File: src/rtl/pipe_ctrl.sv
// Pipeline hazard controller: stall vector, multi-cycle EX sequencing and flush/redirect.
// Optional stall-cycle performance counter enabled by defining PIPE_CTRL_PERF_EN.
//
// state | meaning
// RUN   | normal issue; stalls follow stallreq_ex / stallreq_id, multi-cycle ops may start
// MULTI | multi-cycle EX operation in progress, mc_cnt counts remaining cycles down to 1
// FLUSH | one-cycle flush pulse on flush_o with the redirect target on new_pc_o
module pipe_ctrl #(
    parameter int MC_W = 6
) (
    input  logic            clk,
    input  logic            rst,
    input  logic            stallreq_id,
    input  logic            stallreq_ex,
    input  logic            mc_start_i,
    input  logic [MC_W-1:0] mc_cycles_i,
    input  logic            flush_req_i,
    input  logic [31:0]     new_pc_i,
    output logic [5:0]      stall_o,
    output logic            flush_o,
    output logic [31:0]     new_pc_o,
    output logic            mc_done_o,
    output logic [31:0]     stall_cnt_o
);

    typedef enum logic [1:0] {
        RUN   = 2'd0,
        MULTI = 2'd1,
        FLUSH = 2'd2
    } state_t;

    localparam logic [5:0] STALL_EX   = 6'b001111;
    localparam logic [5:0] STALL_ID   = 6'b000111;
    localparam logic [5:0] STALL_NONE = 6'b000000;

    state_t          state, state_nxt;
    logic [MC_W-1:0] mc_cnt, mc_cnt_nxt;
    logic [MC_W-1:0] mc_len;
    logic            flush_nxt;
    logic [31:0]     new_pc_nxt;
    logic [5:0]      stall_raw;
    logic            done_raw;

    assign mc_len = (mc_cycles_i == '0) ? MC_W'(1) : mc_cycles_i;

    always_ff @(posedge clk) begin
        if (!rst) begin
            state    <= RUN;
            mc_cnt   <= '0;
            flush_o  <= 1'b0;
            new_pc_o <= 32'h0;
        end else begin
            state    <= state_nxt;
            mc_cnt   <= mc_cnt_nxt;
            flush_o  <= flush_nxt;
            new_pc_o <= new_pc_nxt;
        end
    end

    always_comb begin
        state_nxt  = state;
        mc_cnt_nxt = mc_cnt;
        flush_nxt  = 1'b0;
        new_pc_nxt = new_pc_o;
        stall_raw  = STALL_NONE;
        done_raw   = 1'b0;
        if (flush_req_i) begin
            // Flush wins over everything and silently aborts any multi-cycle op.
            state_nxt  = FLUSH;
            mc_cnt_nxt = '0;
            flush_nxt  = 1'b1;
            new_pc_nxt = new_pc_i;
        end else begin
            case (state)
                RUN: begin
                    if (mc_start_i) begin
                        stall_raw = STALL_EX;
                        if (mc_len == MC_W'(1)) begin
                            done_raw = 1'b1;
                        end else begin
                            mc_cnt_nxt = mc_len - MC_W'(1);
                            state_nxt  = MULTI;
                        end
                    end else if (stallreq_ex) begin
                        stall_raw = STALL_EX;
                    end else if (stallreq_id) begin
                        stall_raw = STALL_ID;
                    end
                end
                MULTI: begin
                    stall_raw = STALL_EX;
                    if (mc_cnt == MC_W'(1)) begin
                        done_raw   = 1'b1;
                        mc_cnt_nxt = '0;
                        state_nxt  = RUN;
                    end else begin
                        mc_cnt_nxt = mc_cnt - MC_W'(1);
                    end
                end
                FLUSH: begin
                    state_nxt = RUN;
                end
                default: begin
                    state_nxt  = RUN;
                    mc_cnt_nxt = '0;
                end
            endcase
        end
    end

    assign stall_o   = rst ? stall_raw : STALL_NONE;
    assign mc_done_o = rst & done_raw;

`ifdef PIPE_CTRL_PERF_EN
    logic [31:0] stall_cnt;

    always_ff @(posedge clk) begin
        if (!rst) begin
            stall_cnt <= 32'h0;
        end else if ((stall_o != STALL_NONE) && (stall_cnt != 32'hFFFF_FFFF)) begin
            stall_cnt <= stall_cnt + 32'd1;
        end
    end

    assign stall_cnt_o = stall_cnt;
`else
    assign stall_cnt_o = 32'h0;
`endif

endmodule

File: config.mk
export PLATFORM = sky130hd
export DESIGN_NAME = pipe_ctrl
export DESIGN_NICKNAME = d
export VERILOG_FILES = /design/src/rtl/pipe_ctrl.sv
export SDC_FILE = /design/constraint.sdc
export NUM_CORES = 1
export LEC_CHECK = 0
export BUFFER_PORTS_ARGS = -buffer_cell sky130_fd_sc_hd__buf_2
export CORE_MARGIN = 2
export CORE_UTILIZATION = 48
export DETAILED_ROUTE_END_ITERATION = 7
export PLACE_DENSITY_LB_ADDON = 0.08
export REMOVE_ABC_BUFFERS = 1
export SLEW_MARGIN = 30
export SYNTH_ARGS = -nofsm -noshare
export SYNTH_HDL_FRONTEND = slang
export SYNTH_SLANG_ARGS = --single-unit
File: constraint.sdc
create_clock -name clk -period 3.16 [get_ports clk]
set_input_delay 0 -clock clk [delete_from_list [all_inputs] [get_ports clk]]
set_output_delay 0 -clock clk [all_outputs]
set_load 0.05 [all_outputs]
==> impl_metrics.csv, run 1 <==
group,metric,value,unit
synthesis,synth_top_area_cell,"dfxtp_1",
global_route,grt_pass1_vias,1688,
worst_setup_path,cp-start-kind,"flop",
flow_run,drv_cap,0,
synthesis,synth_top_area_share,38.4,%
cells_and_area,drive_above_1_share,28.6,%
cts,cts_tree,"yes",
sta,worst_slew_pin_slew,751,ps
sta,fmax,607,MHz
synthesis,synth_edf_count,0,
power,vdd_drop_max,0.372,mV
sta,final-hold-violation-count,0,
worst_setup_path,ff2ff_setup_slack,1560,ps
worst_setup_path,r2r-start,"state[0]",
cells_and_area,mostFrequentLayoutCell,"buf_2",
detailed_routing,drt-pass1-iter-count,4,
synthesis,ys_ff_latch,41,
status,status,"completed",
global_route,antenna_found_initial,0,
cells_and_area,utilization,65.4,%
synthesis,synthTopCellsByArea,"dfxtp_1, mux2i_1, buf_4",
hold_path,hold_end,"mc_cnt[4]",
cts,clk_pin_slew,70,ps
floorplan,coreArea,4320,um2
power,power_density,442,nW/um2
power,p_leak,1.43,nW
cells_and_area,fin_area,2830,um2
global_route,grt-ovfl-total,0,
placed_design,placed_cell_area,2430,um2
synthesis,synthArstFlopShare,0,%
worst_setup_path,path_max_fanout,5,
worst_setup_path,timing.rr.end,"mc_cnt[5]",
cts,clock_path_buffers,2,
global_route,grt_pass1_wl,7.16,mm
worst_setup_path,arrival,1650,ps
sta,clock_skew,0.407,ps
synthesis,ys_types,43,
global_route,track_usage,17.8,%
sta,relSlewSlack,49.9,%
floorplan,dieArea,5010,um2
worst_setup_path,end_kind,"output port",
cells_and_area,area_growth,32.2,%
sta,setup_violations,0,
placed_design,io_buffers,81,
synthesis,syn_area_per_cell,9.73,um2
detailed_routing,antenna_left,0,
worst_setup_path,cp_cell_sequence,"or3_1, nor2_1, nand2_1, a21oi_1, buf_2",
floorplan,start_util,49.5,%
cells_and_area,fillers,360,
detailed_routing,first_iter_violations,38,
cts,cts_sinks,41,
sta,tns,0,ps
floorplan,die_y,70.8,um
worst_setup_path,crit_path_top_delay_cell,"or3_1",
floorplan,die_x,70.8,um
synthesis,dominantRegCellSynth,"dfxtp_1",
synthesis,syn_area,2140,um2
floorplan,core.rowCount,24,
cts,ctsHtreeMaxLevel,2,
sta,finalCriticalPeriod,1650,ps
hold_path,hold_path_class,"in2reg",
worst_setup_path,max_stage_delay,430,ps
sta,finalCritPeriodShare,52.1,%
placed_design,globalplace.congestion,0.825,
global_route,grt_start_max_net_pins,36,
cts,cts_root_buf,"clkbuf_8",
cts,worstSkewPairLatency,290,ps
sta,slew_viol_final,0,
sta,rsz0062_at_grt,"false",
synthesis,ys_seq_area_share,38.4,%
hold_path,min_path_cells,4,
cts,cts-buffers-inserted,5,
cts,cts_setup_buffers,0,
hold_path,hp-start,"mc_cycles_i[4]",
detailed_routing,wl,4.37,mm
synthesis,syn_inst,220,
detailed_routing,via_per_inst,4.70,
detailed_routing,drc,0,
detailed_routing,vias,1790,
detailed_routing,routedWlPerCell,11.5,um
cts,cts-resized-gates,0,
worst_setup_path,reg2reg_depth,4,
floorplan,io_pins,116,
worst_setup_path,required,3160,ps
placed_design,hpwlAfterDp,2.95,mm
cells_and_area,diodes,0,
cells_and_area,layout_common_cells,"buf_2, dfxtp_1, nor2b_1",
cells_and_area,nets,377,
worst_setup_path,critical_path_class,"reg2out",
synthesis,yosysWarnings,0,
==> layer usage <==
layer / part of all wire (%) / vias to the layer above / track usage (%)
met1: 40 / 811 / 18.5
met2: 51 / 83 / 33.7
met5: 0 / - / 0
met4: 0.87 / 0 / 5.03
met3: 7.6 / 5 / 6.13
li1: - / 891 / -
==> where the power goes <==
group | switching (W) | internal [W] | leakage (nW)
Clock | 0.000163 | 0.000145 | 0.0399
Sequential | 0.0000164 | 0.000546 | 0.338
Combinational | 0.000263 | 0.000117 | 1.05
==> final cells by class <==
cell class / count / area (um2) / share of cell area, %
multi-input cells: 164 / 1120 / 39.6
flip-flops and latches: 41 / 821 / 29.0
repair buffers: 114 / 733 / 25.9
clock buffers: 5 / 68.8 / 2.43
well taps: 52 / 65.1 / 2.30
inverters: 4 / 15.0 / 0.531
clock inverters: 1 / 5.00 / 0.177
==> worst max-delay path by stage <==
stage,startpoint,end,depth (start not counted)
2_1_floorplan,state[0],stall_o[0],2
3_3_place_gp,state[0],mc_cnt[5],4
3_5_place_dp,state[0],mc_cnt[5],4
4_1_cts,mc_cnt[2],mc_done_o,5
5_1_grt,mc_cnt[2],mc_done_o,5
6_report,mc_cnt[2],mc_done_o,5
==> critical path, delay by kind of cell, from the launching register on <==
kind	cells	cell delay [ps]
AND/OR/NAND/NOR	3	620
flip-flops	1	350
buffers and inverters	1	270
AO/OA/AOI/OAI	1	120
==> metrics by stage <==
step	power (W)	hold WS [ps]	setup WS (ps)	instances
2_1_floorplan	0.000838	122	404	209
5_1_grt	0.00131	94.3	1410	381
4_1_cts	0.00127	75.0	1490	381
3_3_place_gp	0.000921	254	1610	343
6_report	0.00125	84.4	1510	381
3_5_place_dp	0.000924	266	1570	343
==> state kept, by name (all words and copies together) (netlist names) <==
| register | flops |
|---|---|
| flush_o | 1 |
| mc_cnt | 6 |
| new_pc_o | 32 |
| state | 2 |
==> kinds of logic (layout without fill, tap and decap cells) <==
family                   Yosys count  count (layout)  synth area share (%)
AO/OA/AOI/OAI                     22              22                  7.43
flip-flops                        41              41                  38.4
multiplexers                      34              34                  16.0
buffers and inverters             48             124                  15.0
XOR/XNOR                           4               4                  1.64
AND/OR/NAND/NOR                   67              67                  19.6
adder cells (fa/ha/maj)            3               3                  1.75
other                              1              34                 0.175
==> Yosys cell counts (3+ instances only) <==
cell type  instances
a21oi_1            4
and2_1             3
buf_2              5
buf_4             36
clkbuf_1           3
dfxtp_1           41
ha_1               3
inv_1              4
mux2i_1           33
nand2_1            3
nand2b_1           3
nand3_1            3
nor2_1             4
nor2b_1           35
nor3_1             3
o31ai_1            3
==> timing repair <==
action,4_1_cts,5_1_grt
hold buffers,32,0
setup endpoints to repair,0,0
endpoints found under the hold margin,32,0
No activity file was read; power rests on OpenSTA's default activity.
==> inputs of run 2 (changes only) <==
--- a/config.mk
+++ b/config.mk
@@ -7,7 +7,7 @@
 export LEC_CHECK = 0
 export BUFFER_PORTS_ARGS = -buffer_cell sky130_fd_sc_hd__buf_2
 export CORE_MARGIN = 2
-export CORE_UTILIZATION = 48
+export CORE_UTILIZATION = 45
 export DETAILED_ROUTE_END_ITERATION = 7
 export PLACE_DENSITY_LB_ADDON = 0.08
 export REMOVE_ABC_BUFFERS = 1
==> constraint.sdc (replaced) <==
create_clock -name clk -period 1.7 [get_ports clk]
set_input_delay 0 -clock clk [delete_from_list [all_inputs] [get_ports clk]]
set_output_delay 0 -clock clk [all_outputs]
set_load 0.05 [all_outputs]
==> impl_metrics.csv, run 2 (synthesis results as in run 1) <==
group,metric,value,unit
status,status,"completed",
cells_and_area,mostFrequentLayoutCell,"buf_2",
detailed_routing,first_iter_violations,29,
cts,cts_setup_buffers,0,
cts,worstSkewPairLatency,290,ps
sta,rsz0062_at_grt,"false",
worst_setup_path,worstSetupStartpoint,"mc_cnt[2]",
worst_setup_path,arrival,1590,ps
hold_path,hold_path_class,"in2reg",
cells_and_area,top_regs,"new_pc_o: 32 flops, mc_cnt: 6 flops, state: 2 flops",
detailed_routing,drc,0,
cells_and_area,diodes,0,
global_route,track_usage,17.4,%
cells_and_area,fin_cells,389,
worst_setup_path,timing.rr.end,"mc_cnt[5]",
floorplan,io_pins,116,
sta,final-hold-violation-count,0,
worst_setup_path,path_max_fanout,5,
power,power_density,887,nW/um2
global_route,grt_start_max_net_pins,35,
worst_setup_path,reg2reg_depth,4,
detailed_routing,vias,1787,
floorplan,die_x,73.0,um
detailed_routing,routedWlPerCell,12.0,um
cts,cts-buffers-inserted,5,
sta,slew_viol_final,0,
worst_setup_path,path_depth,5,
worst_setup_path,critical_path_class,"reg2out",
sta,clock_skew,1.46,ps
placed_design,dp.cells,349,
detailed_routing,drt-pass1-iter-count,4,
global_route,antenna_found_initial,0,
worst_setup_path,critPathBufInv,1,
sta,hold_ws,94.2,ps
sta,setup_violations,0,
floorplan,die_y,73.0,um
cells_and_area,fillers,410,
placed_design,hpwlAfterDp,3.03,mm
floorplan,start_util,45.9,%
placed_design,io_buffers,81,
worst_setup_path,crit_family,"simple AND/OR/NAND/NOR gates",
detailed_routing,antenna_left,0,
floorplan,dieArea,5320,um2
cts,cts_sinks,41,
cells_and_area,area_growth,35.8,%
global_route,grt_pass1_wl,7.18,mm
flow_run,drv_cap,0,
worst_setup_path,cp-start-kind,"flop",
sta,fmax,627,MHz
global_route,grt-ovfl-total,0,
power,total_power,0.00258,W
power,p_leak,1.47,nW
floorplan,coreArea,4660,um2
worst_setup_path,cp_cell_sequence,"or3_1, nor2_1, nand2_1, a21oi_1, clkbuf_4",
cts,ctsHtreeMaxLevel,2,
cells_and_area,layout_common_cells,"buf_2, dfxtp_1, nor2b_1",
worst_setup_path,crit_path_top_delay_cell,"or3_1",
worst_setup_path,cp-endpoint,"mc_done_o",
cts,clock_path_buffers,2,
worst_setup_path,ff2ff_setup_slack,190,ps
detailed_routing,via_per_inst,4.59,
worst_setup_path,end_kind,"output port",
global_route,grt_pass1_vias,1615,
worst_setup_path,r2r-start,"mc_cnt[0]",
sta,finalCritPeriodShare,93.8,%
detailed_routing,wl,4.67,mm
cells_and_area,top_register,"new_pc_o",
cts,clk_pin_slew,80,ps
cts,cts_tree,"yes",
floorplan,core.rowCount,25,
worst_setup_path,required,1700,ps
cells_and_area,nets,381,
placed_design,globalplace.congestion,0.840,
cells_and_area,drive_above_1_share,29.6,%
power,vdd_drop_max,0.559,mV
cells_and_area,largest_reg_flops,32,
sta,finalCriticalPeriod,1590,ps
worst_setup_path,max_stage_delay,430,ps
cts,cts_root_buf,"clkbuf_8",
run 2: area by class of cell:
type	instances	area [um2]	share of cell area [%]
flip-flops and latches	41	821	28.2
clock inverters	1	30.0	1.03
repair buffers	118	766	26.3
clock buffers	7	86.3	2.97
multi-input cells	164	1120	38.6
well taps	54	67.6	2.32
inverters	4	15.0	0.517
run 2: worst min-delay path by stage:
stage | from | end | slack [ps] | depth (start not counted)
2_1_floorplan | flush_req_i | flush_o | 120 | 1
3_3_place_gp | new_pc_i[11] | new_pc_o[11] | 250 | 3
3_5_place_dp | new_pc_i[23] | new_pc_o[23] | 270 | 3
4_1_cts | mc_start_i | state[0] | 80 | 3
5_1_grt | mc_start_i | state[0] | 110 | 3
6_report | mc_cycles_i[4] | mc_cnt[4] | 90 | 4
run 2: worst reg2reg max path, cell delays in order (launching register included):
cell and delay [ps]:
dfxtp_1 370, or4b_1 510, or3_1 310, o211a_1 130
a21oi_2 130
run 2: layer usage:
layer / share of wire [%] / vias to the layer above / GRT usage [%]
li1: - / 903 / -
met1: 45 / 811 / 21.1
met2: 47 / 68 / 30.1
met3: 6.0 / 5 / 4.42
met4: 1.1 / 0 / 5.56
met5: 0 / - / 0
run 2: what timing repair did:
item / 4_1_cts / 5_1_grt
endpoints found under the hold margin: 32 / 0
hold buffers: 32 / 0
endpoints found under the setup margin: 0 / 1
gates resized for setup: 0 / 1
run 2: where the power goes:
group | total (W) | internal (W) | switching, W
clock | 0.000813 | 0.000479 | 0.000334
combinational | 0.000720 | 0.000222 | 0.000497
sequential | 0.00104 | 0.00101 | 0.0000299
run 2: per-stage QoR:
step | area, um2 | worst slack, ps | util (%) | setup TNS, ps
CTS | 2900 | 73.2 | 62.3 | 0
floorplan | 1960 | -1060 | - | -3170
global route | 2910 | 21.4 | 62.4 | 0
detailed placement | 2470 | 214 | 52.9 | 0
global placement | 2470 | 231 | 52.9 | 0
finish | 2910 | 105 | 62.4 | 0
==> inputs of run 3 (changes only) <==
--- a/config.mk
+++ b/config.mk
@@ -10,6 +10,7 @@
 export CORE_UTILIZATION = 45
 export DETAILED_ROUTE_END_ITERATION = 7
 export PLACE_DENSITY_LB_ADDON = 0.08
+export RECOVER_POWER = 50
 export REMOVE_ABC_BUFFERS = 1
 export SLEW_MARGIN = 30
 export SYNTH_ARGS = -nofsm -noshare
==> impl_metrics.csv, run 3 (synthesis results as in run 1) <==
group,metric,value,unit
global_route,antenna_found_initial,0,
flow_run,drv_cap,0,
floorplan,coreArea,4660,um2
global_route,grt_pass1_wl,7.18,mm
cells_and_area,fin_area,2870,um2
global_route,grt-ovfl-total,0,
global_route,track_usage,17.4,%
worst_setup_path,max_stage_delay,430,ps
placed_design,globalplace.congestion,0.840,
cells_and_area,largest_reg_flops,32,
sta,finalCritPeriodShare,93.7,%
power,p_leak,1.36,nW
sta,slew_viol_final,0,
cells_and_area,multi_input_area,1120,um2
sta,rsz0062_at_grt,"false",
global_route,grt.busiest_layer,"met2",
cells_and_area,top_register,"new_pc_o",
detailed_routing,vias,1785,
worst_setup_path,cp_cell_sequence,"or3_1, nor2_1, nand2_1, a21oi_1, clkbuf_4",
cells_and_area,regArea,821,um2
worst_setup_path,required,1700,ps
detailed_routing,first_iter_violations,29,
cts,cts_sinks,41,
worst_setup_path,crit_path_top_delay_cell,"or3_1",
global_route,use_met3,4.42,%
worst_setup_path,cp-start-kind,"flop",
sta,final-hold-violation-count,0,
placed_design,placed_cell_area,2470,um2
floorplan,die_x,73.0,um
hold_path,hp-start,"mc_cycles_i[4]",
detailed_routing,drt-pass1-iter-count,4,
cts,worstSkewPairLatency,290,ps
placed_design,hpwlAfterDp,3.03,mm
detailed_routing,via_per_inst,4.59,
sta,tns,0,ps
cells_and_area,fillers,426,
floorplan,die_y,73.0,um
sta,clock_skew,1.40,ps
hold_path,hold_path_class,"in2reg",
worst_setup_path,end_kind,"output port",
detailed_routing,antenna_left,0,
cts,clock_path_buffers,2,
placed_design,io_buffers,81,
status,status,"completed",
cts,cts-buffers-inserted,5,
cells_and_area,top_regs,"new_pc_o: 32 flops, mc_cnt: 6 flops, state: 2 flops",
cells_and_area,nets,381,
sta,finalCriticalPeriod,1590,ps
global_route,met1_usage,21.1,%
floorplan,dieArea,5320,um2
cells_and_area,mostFrequentLayoutCell,"buf_2",
worst_setup_path,critical_path_class,"reg2out",
sta,fmax,628,MHz
detailed_routing,drc,0,
cts,cts_tree,"yes",
global_route,grt_start_max_net_pins,35,
global_route,grt_pass1_vias,1615,
detailed_routing,wl,4.64,mm
cells_and_area,fin_cells,389,
global_route,grtUsageMet2,30.1,%
worst_setup_path,arrival,1590,ps
placed_design,dp.cells,349,
cts,cts_setup_buffers,0,
floorplan,io_pins,116,
sta,setup_violations,0,
worst_setup_path,r2r-start,"mc_cnt[0]",
cells_and_area,layout_common_cells,"buf_2, dfxtp_1, nor2b_1",
sta,worst_slew_pin_slew,1150,ps
worst_setup_path,worstSetupStartpoint,"mc_cnt[2]",
floorplan,core.rowCount,25,
cts,ctsHtreeMaxLevel,2,
power,vdd_drop_max,0.556,mV
floorplan,start_util,45.9,%
cells_and_area,area_growth,34.1,%
worst_setup_path,path_max_fanout,5,
cts,cts_root_buf,"clkbuf_8",
power,power_density,894,nW/um2
cells_and_area,diodes,0,
cts,clk_pin_slew,80,ps
sta,relSlewSlack,23.2,%
cells_and_area,drive_above_1_share,21.2,%
detailed_routing,routedWlPerCell,11.9,um
[run 3: changes by cell type in the layout (fill, tap and decap cells not counted), sizes merged]
cell    change
buf        -28
clkbuf     +28
[run 3: routing by layer]
metal	up-vias	wire length (um)	share of wire, %
li1	904	-	-
met3	5	276	5.9
met2	68	2230	48
met4	0	50	1.1
met1	808	2090	45
met5	-	0	0
[run 3: worst paths after layout]
| kind | end | slack, ps | depth (start not counted) |
|---|---|---|---|
| worst max-delay path | mc_done_o | 110 | 5 |
| worst min-delay path | mc_cnt[4] | 100 | 4 |
| worst max register to register | mc_cnt[5] | 190 | 4 |
| worst min register to register | new_pc_o[17] | 510 | 2 |
[run 3: cell type report]
| cell class | count | area share (%) |
|---|---|---|
| inverters | 4 | 0.523 |
| clock buffers | 7 | 3.01 |
| flip-flops and latches | 41 | 28.6 |
| well taps | 54 | 2.35 |
| clock inverters | 1 | 1.05 |
| repair buffers | 118 | 25.4 |
| multi-input cells | 164 | 39.1 |
[run 3: where the power goes]
| part | internal, W | switching [W] | total [W] |
|---|---|---|---|
| Combinational | 0.000212 | 0.000497 | 0.000708 |
| Clock | 0.000479 | 0.000333 | 0.000812 |
| Sequential | 0.00101 | 0.0000307 | 0.00105 |
[run 3: per-stage QoR]
| stage | setup WS [ps] | hold WS (ps) | total power, W | utilization, % |
|---|---|---|---|---|
| after floorplan | -1060 | 122 | 0.00156 | - |
| after global placement | 231 | 254 | 0.00172 | 52.9 |
| after detailed placement | 214 | 267 | 0.00172 | 52.9 |
| after CTS | 73.2 | 80.0 | 0.00259 | 62.3 |
| after global routing | 21.4 | 106 | 0.00268 | 61.6 |
| final | 106 | 95.1 | 0.00257 | 61.6 |
[run 3: repair_timing]
item	4_1_cts	5_1_grt
hold buffers	32	0
gates resized for setup	0	1
endpoints found under the setup margin	0	1
endpoints found under the hold margin	32	0
[run 3: critical path: cells and delay by family (launching register included)]
kind | cells | cell delay, ps
AO/OA/AOI/OAI | 1 | 120
buffers and inverters | 1 | 240
flip-flops | 1 | 350
AND/OR/NAND/NOR | 3 | 600
